File: src/rtl/elevator_dispatcher_if.sv
`default_nettype none
// ============================================================================
// Module      : elevator_dispatcher_if
// Description : Call/sensor inputs and command/status outputs of the dispatcher.
// Revision    : 1.0 - initial release
// ============================================================================
interface elevator_dispatcher_if #(
    parameter int FLOORS  = 8,
    parameter int FLOOR_W = 3
);
    logic [FLOORS-1:0]  call_req;
    logic               floor_status;
    logic [1:0]         motion_status;
    logic [FLOOR_W-1:0] current_floor;
    logic               door_open;
    logic [FLOORS-1:0]  pending;
    logic               busy;
    logic               fault;

    modport master (
        output call_req, floor_status,
        input  motion_status, current_floor, door_open, pending, busy, fault
    );

    modport slave (
        input  call_req, floor_status,
        output motion_status, current_floor, door_open, pending, busy, fault
    );
endinterface
`default_nettype wire

File: src/rtl/elevator_dispatcher.sv
`default_nettype none
// ============================================================================
// Module      : elevator_dispatcher
// Description : SCAN call dispatcher: latches calls, tracks the car position,
//               issues start/stop pulses and times the door-open interval.
// Revision    : 1.0 - initial release
// ============================================================================
module elevator_dispatcher #(
    parameter int FLOORS      = 8,
    parameter int FLOOR_W     = 3,
    parameter int DOOR_CYCLES = 16
) (
    input  wire logic            clk,
    input  wire logic            rst,
    elevator_dispatcher_if.slave bus
);

    localparam int                c_CNT_W = (DOOR_CYCLES > 1) ? $clog2(DOOR_CYCLES) : 1;
    localparam logic [c_CNT_W-1:0] c_DOOR_LOAD = c_CNT_W'(DOOR_CYCLES - 1);
    localparam logic [FLOORS-1:0] c_ONE     = FLOORS'(1);
    localparam logic [1:0]        c_MOT_NONE = 2'b00;
    localparam logic [1:0]        c_MOT_UP   = 2'b01;
    localparam logic [1:0]        c_MOT_DOWN = 2'b10;
    localparam logic [1:0]        c_MOT_STOP = 2'b11;

    typedef enum logic [1:0] {
        IDLE   = 2'd0,
        MOVING = 2'd1,
        DOOR   = 2'd2
    } state_t;

    state_t             r_state;
    logic               r_dir;          // 0 = up, 1 = down
    logic [FLOOR_W-1:0] r_floor;
    logic [FLOORS-1:0]  r_pending;
    logic [1:0]         r_motion;
    logic               r_door;
    logic               r_busy;
    logic               r_fault;
    logic               r_stop_owed;
    logic [c_CNT_W-1:0] r_cnt;

    logic               w_up_any;
    logic               w_dn_any;
    logic               w_ahead;
    logic               w_behind;
    logic               w_new_dir;
    logic               w_at_end;
    logic               w_here;
    logic               w_hit;
    logic [FLOOR_W-1:0] w_next_floor;
    logic [FLOORS-1:0]  w_cur_oh;
    logic [FLOORS-1:0]  w_next_oh;
    logic [FLOORS-1:0]  w_req;
    logic [FLOORS-1:0]  w_clear;

    always_comb begin
        w_up_any = 1'b0;
        w_dn_any = 1'b0;
        for (int i = 0; i < FLOORS; i++) begin
            if (r_pending[i] && (i > int'(r_floor))) w_up_any = 1'b1;
            if (r_pending[i] && (i < int'(r_floor))) w_dn_any = 1'b1;
        end
    end

    assign w_ahead      = r_dir ? w_dn_any : w_up_any;
    assign w_behind     = r_dir ? w_up_any : w_dn_any;
    assign w_new_dir    = w_ahead ? r_dir : ~r_dir;
    assign w_at_end     = (!r_dir && (r_floor == FLOOR_W'(FLOORS - 1))) ||
                          ( r_dir && (r_floor == '0));
    assign w_next_floor = r_dir ? (r_floor - FLOOR_W'(1)) : (r_floor + FLOOR_W'(1));
    assign w_cur_oh     = c_ONE << r_floor;
    assign w_next_oh    = c_ONE << w_next_floor;
    assign w_req        = r_pending | bus.call_req;
    assign w_here       = |(r_pending & w_cur_oh);
    // A call arriving in the same cycle as the car counts as a stop request.
    assign w_hit        = |(w_req & w_next_oh);

    always_comb begin
        w_clear = '0;
        case (r_state)
            IDLE:    if (w_here) w_clear = w_cur_oh;
            MOVING:  if (bus.floor_status && !w_at_end && w_hit) w_clear = w_next_oh;
            DOOR:    w_clear = w_cur_oh;
            default: w_clear = '0;
        endcase
    end

    always_ff @(posedge clk) begin
        if (rst) begin
            r_state     <= IDLE;
            r_dir       <= 1'b0;
            r_floor     <= '0;
            r_pending   <= '0;
            r_motion    <= c_MOT_NONE;
            r_door      <= 1'b0;
            r_busy      <= 1'b0;
            r_fault     <= 1'b0;
            r_stop_owed <= 1'b0;
            r_cnt       <= '0;
        end else begin
            r_pending   <= w_req & ~w_clear;
            r_motion    <= c_MOT_NONE;
            r_stop_owed <= 1'b0;
            case (r_state)
                IDLE: begin
                    if (w_here) begin
                        r_state <= DOOR;
                        r_door  <= 1'b1;
                        r_cnt   <= c_DOOR_LOAD;
                        r_busy  <= 1'b1;
                    end else if ((r_motion == c_MOT_NONE) && (w_ahead || w_behind)) begin
                        // Holding off one cycle after a stop keeps command pulses apart.
                        r_dir    <= w_new_dir;
                        r_motion <= w_new_dir ? c_MOT_DOWN : c_MOT_UP;
                        r_state  <= MOVING;
                        r_busy   <= 1'b1;
                    end
                end
                MOVING: begin
                    if (bus.floor_status) begin
                        if (w_at_end) begin
                            r_fault  <= 1'b1;
                            r_motion <= c_MOT_STOP;
                            r_state  <= IDLE;
                            r_busy   <= 1'b0;
                        end else begin
                            r_floor <= w_next_floor;
                            if (w_hit) begin
                                r_state <= DOOR;
                                r_door  <= 1'b1;
                                r_cnt   <= c_DOOR_LOAD;
                                // Arrival right on the start pulse: stop goes out next cycle.
                                if (r_motion == c_MOT_NONE) r_motion    <= c_MOT_STOP;
                                else                        r_stop_owed <= 1'b1;
                            end
                        end
                    end
                end
                DOOR: begin
                    if (r_stop_owed) r_motion <= c_MOT_STOP;
                    if (r_cnt == '0) begin
                        r_door  <= 1'b0;
                        r_state <= IDLE;
                        r_busy  <= 1'b0;
                    end else begin
                        r_cnt <= r_cnt - c_CNT_W'(1);
                    end
                end
                default: begin
                    r_state <= IDLE;
                    r_door  <= 1'b0;
                    r_busy  <= 1'b0;
                end
            endcase
        end
    end

    assign bus.motion_status = r_motion;
    assign bus.current_floor = r_floor;
    assign bus.door_open     = r_door;
    assign bus.pending       = r_pending;
    assign bus.busy          = r_busy;
    assign bus.fault         = r_fault;

endmodule
`default_nettype wire

File: src/flat_wrapper.sv
// flat-port wrapper written by rule: the top's interface ports become plain ports
module elevator_dispatcher_flat 
#(
    parameter int FLOORS      = 8,
    parameter int FLOOR_W     = 3,
    parameter int DOOR_CYCLES = 16
)
  (clk, rst, bus_call_req, bus_floor_status, bus_motion_status, bus_current_floor, bus_door_open, bus_pending, bus_busy, bus_fault);
  elevator_dispatcher_if #(.FLOORS(FLOORS), .FLOOR_W(FLOOR_W)) bus_i ();
  input  wire logic clk;
  input  wire logic rst;
  input wire logic [$bits(bus_i.call_req)-1:0] bus_call_req;
  input wire logic [$bits(bus_i.floor_status)-1:0] bus_floor_status;
  output wire logic [$bits(bus_i.motion_status)-1:0] bus_motion_status;
  output wire logic [$bits(bus_i.current_floor)-1:0] bus_current_floor;
  output wire logic [$bits(bus_i.door_open)-1:0] bus_door_open;
  output wire logic [$bits(bus_i.pending)-1:0] bus_pending;
  output wire logic [$bits(bus_i.busy)-1:0] bus_busy;
  output wire logic [$bits(bus_i.fault)-1:0] bus_fault;
  assign bus_i.call_req = bus_call_req;
  assign bus_i.floor_status = bus_floor_status;
  assign bus_motion_status = bus_i.motion_status;
  assign bus_current_floor = bus_i.current_floor;
  assign bus_door_open = bus_i.door_open;
  assign bus_pending = bus_i.pending;
  assign bus_busy = bus_i.busy;
  assign bus_fault = bus_i.fault;
  elevator_dispatcher #(.FLOORS(FLOORS), .FLOOR_W(FLOOR_W), .DOOR_CYCLES(DOOR_CYCLES)) u_core (.clk(clk), .rst(rst), .bus(bus_i));
endmodule
File: config.mk
export PLATFORM = sky130hd
export DESIGN_NAME = elevator_dispatcher_flat
export DESIGN_NICKNAME = d
export VERILOG_FILES = /design/src/rtl/elevator_dispatcher_if.sv /design/src/rtl/elevator_dispatcher.sv /design/src/flat_wrapper.sv
export SDC_FILE = /design/constraint.sdc
export NUM_CORES = 1
export LEC_CHECK = 0
export ABC_AREA = 1
export ABC_CLOCK_PERIOD_IN_PS = 2350
export CORE_UTILIZATION = 35
export DETAILED_ROUTE_END_ITERATION = 16
export GPL_TIMING_DRIVEN = 0
export PLACE_DENSITY = 0.55
export SLEW_MARGIN = 15
export SYNTH_ARGS = -nofsm -noshare
export SYNTH_HDL_FRONTEND = slang
export SYNTH_SLANG_ARGS = --single-unit
File: constraint.sdc
create_clock -name clk -period 2.35 [get_ports clk]
set_input_delay 0.3525 -clock clk [delete_from_list [all_inputs] [get_ports clk]]
set_output_delay 0.3525 -clock clk [all_outputs]
set_load 0.01 [all_outputs]
Yosys cells after proc, flatten, opt, wreduce, memory -nomap -nowiden

Index checks and enable logic that the tools add are counted.

Flip-flop bits (word level): 24
Input bits: 11
Output and inout bits: 16
Logic and storage cells: 145

$add $sub $neg: 3
Order comparisons: 14
Equality and inequality tests: 12
Shift-type cells: 2
Muxes and demuxes: 55
Bitwise operators: 11
Reduce and logical (&&, ||, !) cells: 38

Operator list:

| cell                  | number |
|---|---|
| $mux W2               | 14 |
| $mux W1               | 27 |
| $and A8 B8 Y8         | 3 |
| $pmux W8 S3           | 1 |
| $mux W4               | 5 |
| $logic_and A1 B1 Y1   | 19 |
| $mux W8               | 2 |
| $reduce_or A8 Y1      | 2 |
| $shl A1 B3 Y8 const A | 2 |
| $gt A3 B3 Y1 const A  | 4 |
| $pmux W2 S3           | 2 |
| $pmux W4 S3           | 1 |
| $lt A3 B3 Y1 const A  | 3 |
| $reduce_and A3 Y1     | 3 |
| $ne A2 B1 Y1 const B  | 4 |
| $not A8 Y8            | 1 |
| $or A8 B8 Y8          | 1 |
| $reduce_and A4 Y1     | 2 |
| $gt A2 B3 Y1 const A  | 2 |
| $lt A1 B3 Y1 const A  | 2 |
| $lt A2 B3 Y1 const A  | 2 |
| $ne A2 B2 Y1 const B  | 3 |
| $ne A3 B1 Y1 const B  | 2 |
| $not A1 Y1            | 6 |
| 18 further kinds      | 22 |

Depth between registers and ports, before layout

Gate-level depths: netlist of the first run.

Word-level depth: 15
Gate-level depth with buffers: 15
Gate-level depth less buffers: 14

Worst setup path before layout of the first run

No wires, ideal clock.

Path type: reg2reg
Start point: register u_core.r_floor[0], in the netlist u_core.bus.current_floor[0]
End point: register u_core.r_motion[0], in the netlist u_core.bus.motion_status[0]
Arrival time: 1.945 ns
Required time: 2.222 ns
Path slack: 0.277 ns
Stages on the path, launching flop included: 16
Buffers on the path: 1
Period minus slack after synthesis: 2.073 ns
Path through: dfxtp_1 -> buf_2 -> inv_1 -> ha_1 -> inv_1 -> nand2_1 -> nand2_1 -> nor2_1 -> nand3_1 -> nand2_1 -> nor2_4 -> nand2_4 -> nand3_1 -> nand3_1 -> nor2_1 -> nor2_1

Longest elaborated chain between the ends: 15
Elaborated cells on any way between the ends: 68

RTL lines:

| element                                               | line                                                   | RTL |
|---|---|---|
| from (decl)                                           | elevator_dispatcher.sv:34                              | `logic [FLOOR_W-1:0] r_floor;` |
| from (signal assigned)                                | elevator_dispatcher.sv:128                             | `r_floor <= w_next_floor;` |
| $gt A1 B3 Y1 / $lt A1 B3 Y1 (equally long branches)   | elevator_dispatcher.sv:61, elevator_dispatcher.sv:62   |  |
| $logic_and A1 B1 Y1 (on tied branches)                | elevator_dispatcher.sv:61, elevator_dispatcher.sv:62   |  |
| $mux W1 (on tied branches) (7 in series)              | elevator_dispatcher.sv:61, elevator_dispatcher.sv:62   |  |
| $mux W1 (on tied branches)                            | elevator_dispatcher.sv:66, elevator_dispatcher.sv:67   |  |
| $mux W1 / $logic_or A1 B1 Y1 (equally long branches)  | elevator_dispatcher.sv:68, elevator_dispatcher.sv:112  |  |
| $mux W2 / $logic_and A1 B1 Y1 (equally long branches) | elevator_dispatcher.sv:115, elevator_dispatcher.sv:112 |  |
| $mux W2                                               | elevator_dispatcher.sv:112                             | `end else if ((r_motion == c_MOT_NONE) && (w_ahead \|\| w_behind)) begin` |
| $mux W2                                               | elevator_dispatcher.sv:107                             | `if (w_here) begin` |
| $pmux W2 S3 (*)                                       | elevator_dispatcher.sv:105                             | `case (r_state)` |
| to (signal assigned)                                  | elevator_dispatcher.sv:103                             | `r_motion <= c_MOT_NONE;` |
| to (signal assigned)                                  | elevator_dispatcher.sv:115                             | `r_motion <= w_new_dir ? c_MOT_DOWN : c_MOT_UP;` |
| to (signal assigned)                                  | elevator_dispatcher.sv:124                             | `r_motion <= c_MOT_STOP;` |
| to (decl)                                             | elevator_dispatcher.sv:36                              | `logic [1:0] r_motion;` |

Mark *: on every way between the ends. The rest lies on a longest branch, timed or not.
A chain may end at the register's enable or synchronous reset.

Worst setup path after layout of the first run

Start point: register u_core.r_floor[0], in the netlist u_core.bus.current_floor[0]
End point: register u_core.r_motion[1], in the netlist u_core.bus.motion_status[1]

Same word-level chain as after synthesis.

==> results of run 1 <==
## where the power goes
part / switching (mW) / internal [mW]
clock network: 0.138 / 0.150
registers: 0.0859 / 0.514
logic: 0.928 / 0.574
total: 1.15 / 1.24
## path summary, 6_finish.rpt
kind / start / to / slack, ns / cells past startpoint
max: u_core.bus.current_floor[0] / u_core.bus.motion_status[1] / 0.14 / 15
min reg2reg: u_core.bus.door_open / u_core.bus.door_open / 0.45 / 2
max reg2reg: u_core.bus.current_floor[0] / u_core.bus.motion_status[1] / 0.14 / 15
min: u_core.bus.door_open / u_core.bus.door_open / 0.45 / 2
## through the flow
stage	util, %	total power, mW	instance area (um2)
CTS	45.5	2.34	2160
global placement	43.7	2.01	2080
finish	46.4	2.39	2210
global route	46.4	2.60	2210
detailed placement	43.7	2.01	2080
floorplan	-	1.64	1730
## sequential cells by signal (all words and copies together), names as in the netlist
| name | flops |
|---|---|
| u_core.bus.motion_status | 2 |
| u_core.bus.door_open | 1 |
| u_core.bus.busy | 1 |
| u_core.bus.current_floor | 3 |
| u_core.r_cnt | 4 |
| u_core.r_stop_owed | 1 |
| u_core.bus.fault | 1 |
| u_core.bus.pending | 8 |
| u_core.r_dir | 1 |
| u_core.r_state | 2 |
## cells in the mapped netlist
library cell  number  area [um2]
a211oi_1           1        7.51
a21oi_1           14        70.1
buf_2              1        5.00
buf_6              2        22.5
clkbuf_1           2        7.51
clkbuf_2           1        5.00
dfxtp_1           24         480
ha_1               8         100
inv_1             27         101
inv_2              2        7.51
inv_4              1        6.26
nand2_1           73         274
nand2_2            2        12.5
nand2_4            2        22.5
nand3_1           25         125
nand3_2            1        10.0
nand3_4            3        52.6
nand4_1            6        37.5
nor2_1            31         116
nor2_2             2        12.5
nor2_4             3        33.8
nor3_1             3        15.0
nor3_2             1        10.0
nor3b_2            1        12.5
o211ai_1           1        7.51
o21a_2             1        8.76
o21ai_0            6        30.0
o21ai_2            1        8.76
o22ai_1           10        62.6
or2_1              1        6.26
or2_2             10        62.6
## repair_timing
item / 4_1_cts / 5_1_grt
buffers inserted: 2 / 0
endpoints found under the setup margin: 8 / 20
resized for setup: 5 / 15
pin swaps: 0 / 1
## critical path, cell delays in order (launching register included)
cell and delay (ns):
dfxtp_2 0.38, buf_6 0.16, clkinvlp_4 0.13, ha_1 0.34, inv_1 0.08, nand2_1 0.06, nand2_2 0.12, nor2_4 0.06
nand3_1 0.08, nand2_1 0.09, nor2_4 0.20, nand2_4 0.08, nand3_1 0.07, nand3_1 0.09, nor2_1 0.11, nor2_1 0.05
## area by class of cell
type | count | area (um2) | share of cell area (%)
Multi-Input combinational cell | 206 | 1140 | 51.7
Sequential cell | 24 | 484 | 21.9
Timing Repair Buffer | 28 | 275 | 12.5
Inverter | 30 | 119 | 5.39
Tap cell | 67 | 83.8 | 3.80
Clock buffer | 4 | 55.1 | 2.49
Buffer | 6 | 48.8 | 2.21
## cells by family after synthesis
logic type	Yosys count	synth area share, %
and+or+nand+nor	164	46.3
buffers and inverters	36	8.95
adders and majority gates	8	5.77
AOI/OAI and AO/OA	34	11.3
DFF	24	27.7
## metal layers
layer	up-vias	track usage [%]	share of wire [%]
met5	-	0	0
met3	6	1.67	2.9
met4	0	5.88	1.5
met2	32	31.0	46
met1	789	24.0	49
li1	925	-	-
==> flow_metrics.env, run 1 <==
export IMPL_fin_setup_tns_ns=0
export IMPL_wl_per_cell_um=12.5
export IMPL_diodes=0
export IMPL_finalSetupViolCount=0
export IMPL_io_buffers=26
export IMPL_die_x_um=72.4
export IMPL_cts_path_max_buffers=2
export IMPL_antenna_found_initial=0
export IMPL_numCtsBuffers=3
export IMPL_ir_drop_uv=441
export IMPL_die_h_um=72.4
export IMPL_p_leak_nw=0.959
export IMPL_path_max_fanout=8
export IMPL_drt_iter0_markers=94
export IMPL_cts_sinks=24
export IMPL_final_cell_mix="71 x nand2_1, 27 x nor2_1, 26 x inv_1, 26 x clkdlybuf4s50_1, 25 x nand3_1"
export IMPL_critPathLaunchType="register"
export IMPL_finalHoldViolations=0
export IMPL_syn_area_per_cell_um2=6.52
export IMPL_grt_overflow_total=0
export IMPL_pin_count=27
export IMPL_hold_ws_ns=0.449
export IMPL_synth_nets=285
export IMPL_dpl_cell_count=359
export IMPL_netlist_area_um2=1730
export IMPL_vias=1752
export IMPL_finalWorstSetupSlack_ns=0.142
export IMPL_cts_root_buf="clkbuf_8"
export IMPL_crit_type="register to register"
export IMPL_ys_types=31
export IMPL_timing_final_crit_share_pct=93.9
export IMPL_final_cells=365
export IMPL_fin_nets=318
export IMPL_gp_congestion=0.873
export IMPL_hpwl_mm=3.52
export IMPL_p_per_area_nw_per_um2=1080
export IMPL_dr_pass1_iters=4
export IMPL_drv_slew=0
export IMPL_std_cell_rows=25
export IMPL_critPathCaptureType="register"
export IMPL_crit_arrival_ns=2.36
export IMPL_via_per_inst=4.80
export IMPL_grt_max_degree=14
export IMPL_finalWirelength_mm=4.56
export IMPL_drc_errors=0
export IMPL_tightestPinTransition_ns=0.525
export IMPL_clock_skew_final_ns=0.00272
export IMPL_htreeDepth=1
export IMPL_core_um2=4750
export IMPL_max_slew_margin_pct=65.0
export IMPL_fmax_mhz=453
export IMPL_final_min_clock_period_ns=2.21
export IMPL_status="finished, final reports clean"
export IMPL_cts_tree="done"
export IMPL_dp_slack_ns=-0.0435
export IMPL_yosysSeqAreaShare_pct=27.7
export IMPL_cts_hold_repair_buffers=0
export IMPL_ys_warn_count=0
export IMPL_synth_cells=266
export IMPL_worstSkewPairLatency_ns=0.27
export IMPL_hp_class="register to register"
export IMPL_grt_pass1_vias=1647
export IMPL_crit_required_ns=2.50
export IMPL_maxCapViolCount=0
export IMPL_clk_pin_slew_ns=0.09
export IMPL_die_area_um2=5240
export IMPL_drtAntennaViolNets=0
export IMPL_ys_ff_latch=24
export IMPL_fillCellCount=512
export IMPL_syn_to_final_growth_pct=27.3
export IMPL_track_usage_pct=18.1
export IMPL_start_util_pct=36.5
export IMPL_layout_commonest_cell="nand2_1"
export IMPL_grt_pass1_wl_mm=7.52
export IMPL_drive_gt1_share_pct=16.8
No activity file was read; power rests on OpenSTA's default activity.
==> run 2, diff against run 1 <==
--- a/config.mk
+++ b/config.mk
@@ -6,7 +6,7 @@
 export NUM_CORES = 1
 export LEC_CHECK = 0
 export ABC_AREA = 1
-export ABC_CLOCK_PERIOD_IN_PS = 2350
+export ABC_CLOCK_PERIOD_IN_PS = 2200
 export CORE_UTILIZATION = 35
 export DETAILED_ROUTE_END_ITERATION = 16
 export GPL_TIMING_DRIVEN = 0
==> constraint.sdc (replaced) <==
create_clock -name clk -period 2.2 [get_ports clk]
set_input_delay 0.33 -clock clk [delete_from_list [all_inputs] [get_ports clk]]
set_output_delay 0.33 -clock clk [all_outputs]
set_load 0.01 [all_outputs]
==> run 2 against run 1 <==
  * Total power increased by 18%
  * Die area unchanged
  * Final area increased by 8.6%
  * Utilization increased by 4.0 points
  * Final cell count increased by 1.6%
  * Via count increased by 4.2%
  * Maximum frequency increased by 4.3%
  * Critical path depth unchanged
==> flow_metrics.env, run 2 (synthesis gave the netlist of run 1 again) <==
export IMPL_status="finished, final reports clean"
export IMPL_cts_tree="done"
export IMPL_final_area_um2=2400
export IMPL_wl_per_cell_um=12.9
export IMPL_power_internal_mw=1.47
export IMPL_crit_arrival_ns=2.26
export IMPL_drv_slew=0
export IMPL_vias=1825
export IMPL_rsz0062_at_grt="yes"
export IMPL_final_min_clock_period_ns=2.12
export IMPL_fillCellCount=499
export IMPL_path_max_fanout=6
export IMPL_via_per_inst=4.92
export IMPL_die_x_um=72.4
export IMPL_dpl_cell_count=359
export IMPL_p_clk_share_pct=11.0
export IMPL_min_to="u_core.bus.door_open"
export IMPL_gp_congestion=0.873
export IMPL_r2r_cells=15
export IMPL_layout_commonest_cell="nand2_1"
export IMPL_cts_root_buf="clkbuf_8"
export IMPL_max_slew_margin_pct=65.5
export IMPL_cts_hold_repair_buffers=0
export IMPL_drt_iter0_markers=159
export IMPL_cp_cell_sequence="buf_8 -> clkinvlp_4 -> buf_4 -> ha_2 -> nand2_2 -> nand2_1 -> nand2_1 -> nand2_1 -> nand2_1 -> nor2_2 -> nand2_1 -> nand2_1 -> nand2_1 -> a21oi_1 -> nor3_1"
export IMPL_cpPeakStageDelay_ns=0.37
export IMPL_numCtsBuffers=3
export IMPL_grt_pass1_vias=1650
export IMPL_hp_class="register to register"
export IMPL_seqCellArea_um2=492
export IMPL_track_usage_pct=18.2
export IMPL_worstSkewPairLatency_ns=0.27
export IMPL_seqPwrFrac_pct=22.8
export IMPL_cts_path_max_buffers=2
export IMPL_multi_input_area_um2=1260
export IMPL_crit_buf_inv=3
export IMPL_p_per_area_nw_per_um2=1180
export IMPL_clock_skew_final_ns=0.00314
export IMPL_grt_overflow_total=0
export IMPL_maxCapViolCount=0
export IMPL_crit_required_ns=2.35
export IMPL_htreeDepth=1
export IMPL_p_leak_nw=1.01
export IMPL_std_cell_rows=25
export IMPL_pin_count=27
export IMPL_syn_to_final_growth_pct=38.2
export IMPL_crit_family="simple AND/OR/NAND/NOR gates"
export IMPL_drc_errors=0
export IMPL_antenna_found_initial=0
export IMPL_drtAntennaViolNets=0
export IMPL_r2r_end="u_core.bus.busy"
export IMPL_io_buffers=26
export IMPL_hold_path_startpoint="u_core.bus.door_open"
export IMPL_finalWorstSetupSlack_ns=0.0828
export IMPL_ir_drop_uv=502
export IMPL_hold_depth=2
export IMPL_fin_util_pct=50.4
export IMPL_core_um2=4750
export IMPL_start_util_pct=36.5
export IMPL_finalWirelength_mm=4.78
export IMPL_grt_max_degree=14
export IMPL_finalHoldViolations=0
export IMPL_die_h_um=72.4
export IMPL_die_area_um2=5240
export IMPL_worstSetupPathDepth=15
export IMPL_r2r_start="u_core.bus.current_floor[0]"
export IMPL_critPathLaunchType="register"
export IMPL_cp_slowest_cell="dfxtp_4"
export IMPL_r2r_slack_ns=0.08
export IMPL_clk_pin_slew_ns=0.09
export IMPL_crit_top_cell="nand2_1"
export IMPL_timing_final_crit_share_pct=96.2
export IMPL_dr_pass1_iters=4
export IMPL_final_cell_mix="67 x nand2_1, 26 x clkdlybuf4s50_1, 25 x inv_1, 24 x nor2_1, 23 x nand3_1"
export IMPL_finalSetupViolCount=0
export IMPL_fin_nets=324
export IMPL_tightestPinTransition_ns=0.518
export IMPL_dp_slack_ns=-0.194
export IMPL_power_switching_mw=1.35
export IMPL_largest_reg_flops=8
export IMPL_diodes=0
export IMPL_hpwl_mm=3.52
export IMPL_place_area_um2=2080
export IMPL_crit_type="register to register"
export IMPL_grt_pass1_wl_mm=7.56
export IMPL_fmax_mhz=472
export IMPL_critPathCaptureType="register"
export IMPL_combinationalPowerShare_pct=66.1
export IMPL_swShare_pct=47.8
export IMPL_final_cells=371
export IMPL_cts_sinks=24
export IMPL_drive_gt1_share_pct=25.0
-- run 2: how the worst max path moves through the flow --
stage | from | to
floorplan | u_core.bus.current_floor[0] | u_core.bus.motion_status[0]
global placement | u_core.bus.current_floor[0] | u_core.bus.pending[0]
detailed placement | u_core.bus.current_floor[0] | u_core.bus.pending[7]
CTS | u_core.bus.current_floor[1] | u_core.bus.motion_status[1]
global route | u_core.bus.current_floor[0] | u_core.bus.pending[2]
finish | u_core.bus.current_floor[0] | u_core.bus.busy
-- run 2: tightest hold or removal path, delay by kind of cell, from the launching register on --
family | cells | cell delay (ns)
flip-flops | 1 | 0.32
buffers and inverters | 1 | 0.05
AO/OA/AOI/OAI | 1 | 0.05
-- run 2: cell type report --
| type | instances | area share, % |
|---|---|---|
| multi-input cells | 207 | 52.7 |
| flip-flops and latches | 24 | 20.5 |
| repair buffers | 33 | 13.6 |
| inverters | 30 | 5.11 |
| well taps | 67 | 3.50 |
| plain buffers | 6 | 2.35 |
| clock buffers | 4 | 2.30 |
-- run 2: power by group through the flow --
| stage | clock [mW] | combinational (mW) | sequential (mW) |
|---|---|---|---|
| CTS | 0.322 | 1.57 | 0.637 |
| floorplan | 0 | 1.09 | 0.656 |
| detailed placement | 0 | 1.50 | 0.645 |
| global route | 0.335 | 2.05 | 0.661 |
| global placement | 0 | 1.51 | 0.645 |
| finish | 0.311 | 1.87 | 0.644 |
-- run 2: repair_timing --
item / 4_1_cts / 5_1_grt
cloned: 0 / 1
resized for setup: 13 / 34
setup buffers: 2 / 5
setup endpoints to repair: 18 / 20
pin swaps: 0 / 7
-- run 2: metal layers --
layer  global-route usage [%]  wire [um]
met5                        0          0
met4                     5.88        110
met3                     1.67        163
met2                     31.2       2220
met1                     24.1       2290
-- run 2: per-stage QoR --
step / TNS [ns] / power [mW] / hold slack [ns]
finish: 0 / 2.82 / 0.449
global route: -0.0447 / 3.04 / 0.480
CTS: 0 / 2.53 / 0.457
detailed placement: -2.35 / 2.15 / 0.441
global placement: -2.41 / 2.15 / 0.437
floorplan: 0 / 1.75 / 0.449
==> run 3, diff against run 2 <==
--- a/config.mk
+++ b/config.mk
@@ -5,13 +5,11 @@
 export SDC_FILE = /design/constraint.sdc
 export NUM_CORES = 1
 export LEC_CHECK = 0
-export ABC_AREA = 1
 export ABC_CLOCK_PERIOD_IN_PS = 2200
 export CORE_UTILIZATION = 35
 export DETAILED_ROUTE_END_ITERATION = 16
 export GPL_TIMING_DRIVEN = 0
-export PLACE_DENSITY = 0.55
-export SLEW_MARGIN = 15
+export PLACE_DENSITY = 0.56
 export SYNTH_ARGS = -nofsm -noshare
 export SYNTH_HDL_FRONTEND = slang
 export SYNTH_SLANG_ARGS = --single-unit
==> constraint.sdc (replaced) <==
create_clock -name clk -period 2.2 [get_ports clk]
set_input_delay 0.44 -clock clk [delete_from_list [all_inputs] [get_ports clk]]
set_output_delay 0.44 -clock clk [all_outputs]
set_load 0.01 [all_outputs]
==> run 3 against run 2 <==
  * Clock-buffer cell count decreased by 1
  * Register-to-register slack got worse by 0.20 ns
  * Combinational power decreased by 15%
  * Via count decreased by 16%
  * Sequential power increased by 2%
  * Clock skew increased by 0.0073 ns
  * Maximum frequency decreased by 8.7%
  * Largest cell class unchanged
  * Routed wire length decreased by 5.3%
  * Setup slack got worse by 0.20 ns
  * Area after synthesis decreased by 11%
  * Hold slack got worse by 0.052 ns
  * The run now ends with setup timing left
  * Non-clock buffer count increased by 7
==> flow_metrics.env, run 3 <==
export IMPL_path_max_fanout=6
export IMPL_tightestPinTransition_ns=0.453
export IMPL_clk_pin_slew_ns=0.09
export IMPL_place_area_um2=1910
export IMPL_layout_commonest_cell="clkdlybuf4s50_1"
export IMPL_timing_final_crit_share_pct=105
export IMPL_core_um2=4120
export IMPL_p_clk_share_pct=14.8
export IMPL_maxCapViolCount=0
export IMPL_rsz0062_at_grt="yes"
export IMPL_die_x_um=68.3
export IMPL_pin_count=27
export IMPL_drtAntennaViolNets=0
export IMPL_cts_hold_repair_buffers=0
export IMPL_min_to="u_core.r_cnt[3]"
export IMPL_synth_cells=174
export IMPL_via_per_inst=5.72
export IMPL_final_cell_mix="25 x clkdlybuf4s50_1, 22 x dfxtp_1, 21 x nor2_1, 16 x a21oi_1, 13 x buf_4"
export IMPL_hold_path_startpoint="rst"
export IMPL_p_per_area_nw_per_um2=1210
export IMPL_syn_to_final_growth_pct=41.3
export IMPL_finalWirelength_mm=4.53
export IMPL_die_area_um2=4660
export IMPL_vias=1533
export IMPL_hold_depth=2
export IMPL_die_h_um=68.3
export IMPL_ys_ff_latch=24
export IMPL_start_util_pct=37.4
export IMPL_synth_commonest_cells="24 x dfxtp_1, 21 x nor2_1, 16 x a21oi_1"
export IMPL_ys_types=53
export IMPL_diodes=0
export IMPL_numCtsBuffers=3
export IMPL_dr_pass1_iters=5
export IMPL_cts_sinks=24
export IMPL_worstSkewPairLatency_ns=0.27
export IMPL_syn_area_per_cell_um2=8.84
export IMPL_r2r_slack_ns=-0.12
export IMPL_cp_slowest_cell="a221o_1"
export IMPL_drive_gt1_share_pct=26.1
export IMPL_synthFlopType="dfxtp_1"
export IMPL_cts_tree="done"
export IMPL_track_usage_pct=20.7
export IMPL_finalHoldViolations=0
export IMPL_synth_async_sr_flop_share_pct=0
export IMPL_crit_arrival_ns=2.48
export IMPL_grt_overflow_total=0
export IMPL_yosysSeqAreaShare_pct=31.2
export IMPL_final_area_um2=2170
export IMPL_synth_edff_count=0
export IMPL_r2r_end="u_core.r_state[1]"
export IMPL_synth_nets=193
export IMPL_netlist_area_um2=1540
export IMPL_clock_skew_final_ns=0.0104
export IMPL_dp_slack_ns=-0.259
export IMPL_htreeDepth=1
export IMPL_critPathCaptureType="register"
export IMPL_io_buffers=25
export IMPL_ys_warn_count=0
export IMPL_fmax_mhz=431
export IMPL_status="finished with violations"
export IMPL_swShare_pct=39.7
export IMPL_ir_drop_uv=474
export IMPL_antenna_found_initial=0
export IMPL_cts_path_max_buffers=2
export IMPL_p_total_mw=2.63
export IMPL_violations="setup timing"
export IMPL_finalWorstSetupSlack_ns=-0.120
export IMPL_drv_slew=0
export IMPL_finalSetupViolCount=13
export IMPL_crit_required_ns=2.36
export IMPL_gp_congestion=0.831
export IMPL_cp_cell_sequence="buf_8 -> inv_8 -> ha_2 -> a222oi_1 -> mux2i_1 -> a221o_2 -> a221o_1 -> buf_4 -> and2_4"
export IMPL_max_slew_margin_pct=69.0
export IMPL_grt_max_degree=15
export IMPL_grt_pass1_wl_mm=7.14
export IMPL_p_leak_nw=0.832
export IMPL_combinationalPowerShare_pct=60.3
export IMPL_largest_reg_flops=8
export IMPL_power_switching_mw=1.05
export IMPL_r2r_start="u_core.bus.current_floor[0]"
export IMPL_synth_top_cell_by_area="dfxtp_1"
export IMPL_std_cell_rows=23
export IMPL_drc_errors=0
export IMPL_synth_most_common_cell="dfxtp_1"
export IMPL_hp_class="input pin to register"
export IMPL_hpwl_mm=3.27
export IMPL_critPathLaunchType="register"
export IMPL_grt_pass1_vias=1478
export IMPL_r2r_cells=9
export IMPL_crit_type="register to register"
export IMPL_final_min_clock_period_ns=2.32
export IMPL_seqPwrFrac_pct=24.9
export IMPL_power_internal_mw=1.59
export IMPL_fin_nets=238
export IMPL_cpPeakStageDelay_ns=0.41
export IMPL_synth_top_cell_area_share_pct=31.2
export IMPL_drt_iter0_markers=139
export IMPL_yosys_top_cells_area="dfxtp_1 31%, ha_1 6.5%, a21oi_1 5.2%"
export IMPL_wl_per_cell_um=16.9
export IMPL_cts_root_buf="clkbuf_8"
-- run 3: routing by layer --
metal,wire (um),global-route usage [%],up-vias
met5,0,0,-
met4,35,3.13,0
met3,287,3.33,4
met2,2170,33.9,48
met1,2040,28.6,742
li1,-,-,739
-- run 3: cells by family (layout without fill, tap and decap cells) --
kind of cell    Yosys count  count (layout)  share of synthesized area [%]
compound gates           62              62                           27.7
simple gates             53              53                           19.1
flops                    24              24                           31.2
buf+inv                  18              62                           6.02
fa+ha+maj                 8               8                           6.51
mux                       6               6                           7.16
xor+xnor                  3               3                           2.20
-- run 3: cell type report --
class / count / area [um2]
Multi-Input combinational cell: 132 / 1060
Sequential cell: 24 / 488
Fill cell: 398 / 1940
Inverter: 12 / 52.6
Buffer: 6 / 55.1
Clock buffer: 3 / 41.3
Tap cell: 50 / 62.6
Timing Repair Buffer: 40 / 379
Clock inverter: 1 / 30.0
-- run 3: power groups by stage --
| stage | sequential [mW] | clock, mW | combinational (mW) |
|---|---|---|---|
| 2_1_floorplan | 0.664 | 0 | 0.933 |
| 4_1_cts | 0.652 | 0.400 | 1.48 |
| 3_5_place_dp | 0.669 | 0 | 1.29 |
| 6_report | 0.655 | 0.389 | 1.59 |
| 5_1_grt | 0.673 | 0.415 | 1.72 |
| 3_3_place_gp | 0.663 | 0 | 1.27 |
-- run 3: worst max path at each step --
stage | start | to
6_report | u_core.bus.current_floor[0] | u_core.r_state[1]
5_1_grt | u_core.bus.current_floor[0] | u_core.r_cnt[3]
4_1_cts | u_core.bus.current_floor[0] | u_core.r_state[1]
3_5_place_dp | u_core.bus.current_floor[1] | u_core.r_dir
3_3_place_gp | u_core.bus.current_floor[1] | u_core.r_cnt[1]
2_1_floorplan | u_core.bus.current_floor[0] | u_core.r_cnt[1]
-- run 3: stage by stage --
step | cells | utilization (%) | TNS [ns] | hold WS (ns)
CTS | 266 | 51.0 | -0.884 | 0.385
global placement | 249 | 46.3 | -2.25 | 0.472
floorplan | 174 | - | 0 | 0.460
detailed placement | 249 | 46.3 | -2.65 | 0.471
global route | 268 | 52.8 | -2.67 | 0.390
finish | 268 | 52.8 | -0.952 | 0.397
-- run 3: worst max-delay path, delay by kind of cell (launching register included) --
family / cells / cell delay [ns]
compound gates: 3 / 1.05
flops: 1 / 0.39
buf+inv: 3 / 0.32
fa+ha+maj: 1 / 0.21
simple gates: 1 / 0.14
mux: 1 / 0.12
-- run 3: timing repair --
item | in CTS | in global routing
endpoints found under the setup margin | 17 | 17
pin swaps | 11 | 4
gates resized for setup | 6 | 9
setup buffers | 13 | 2
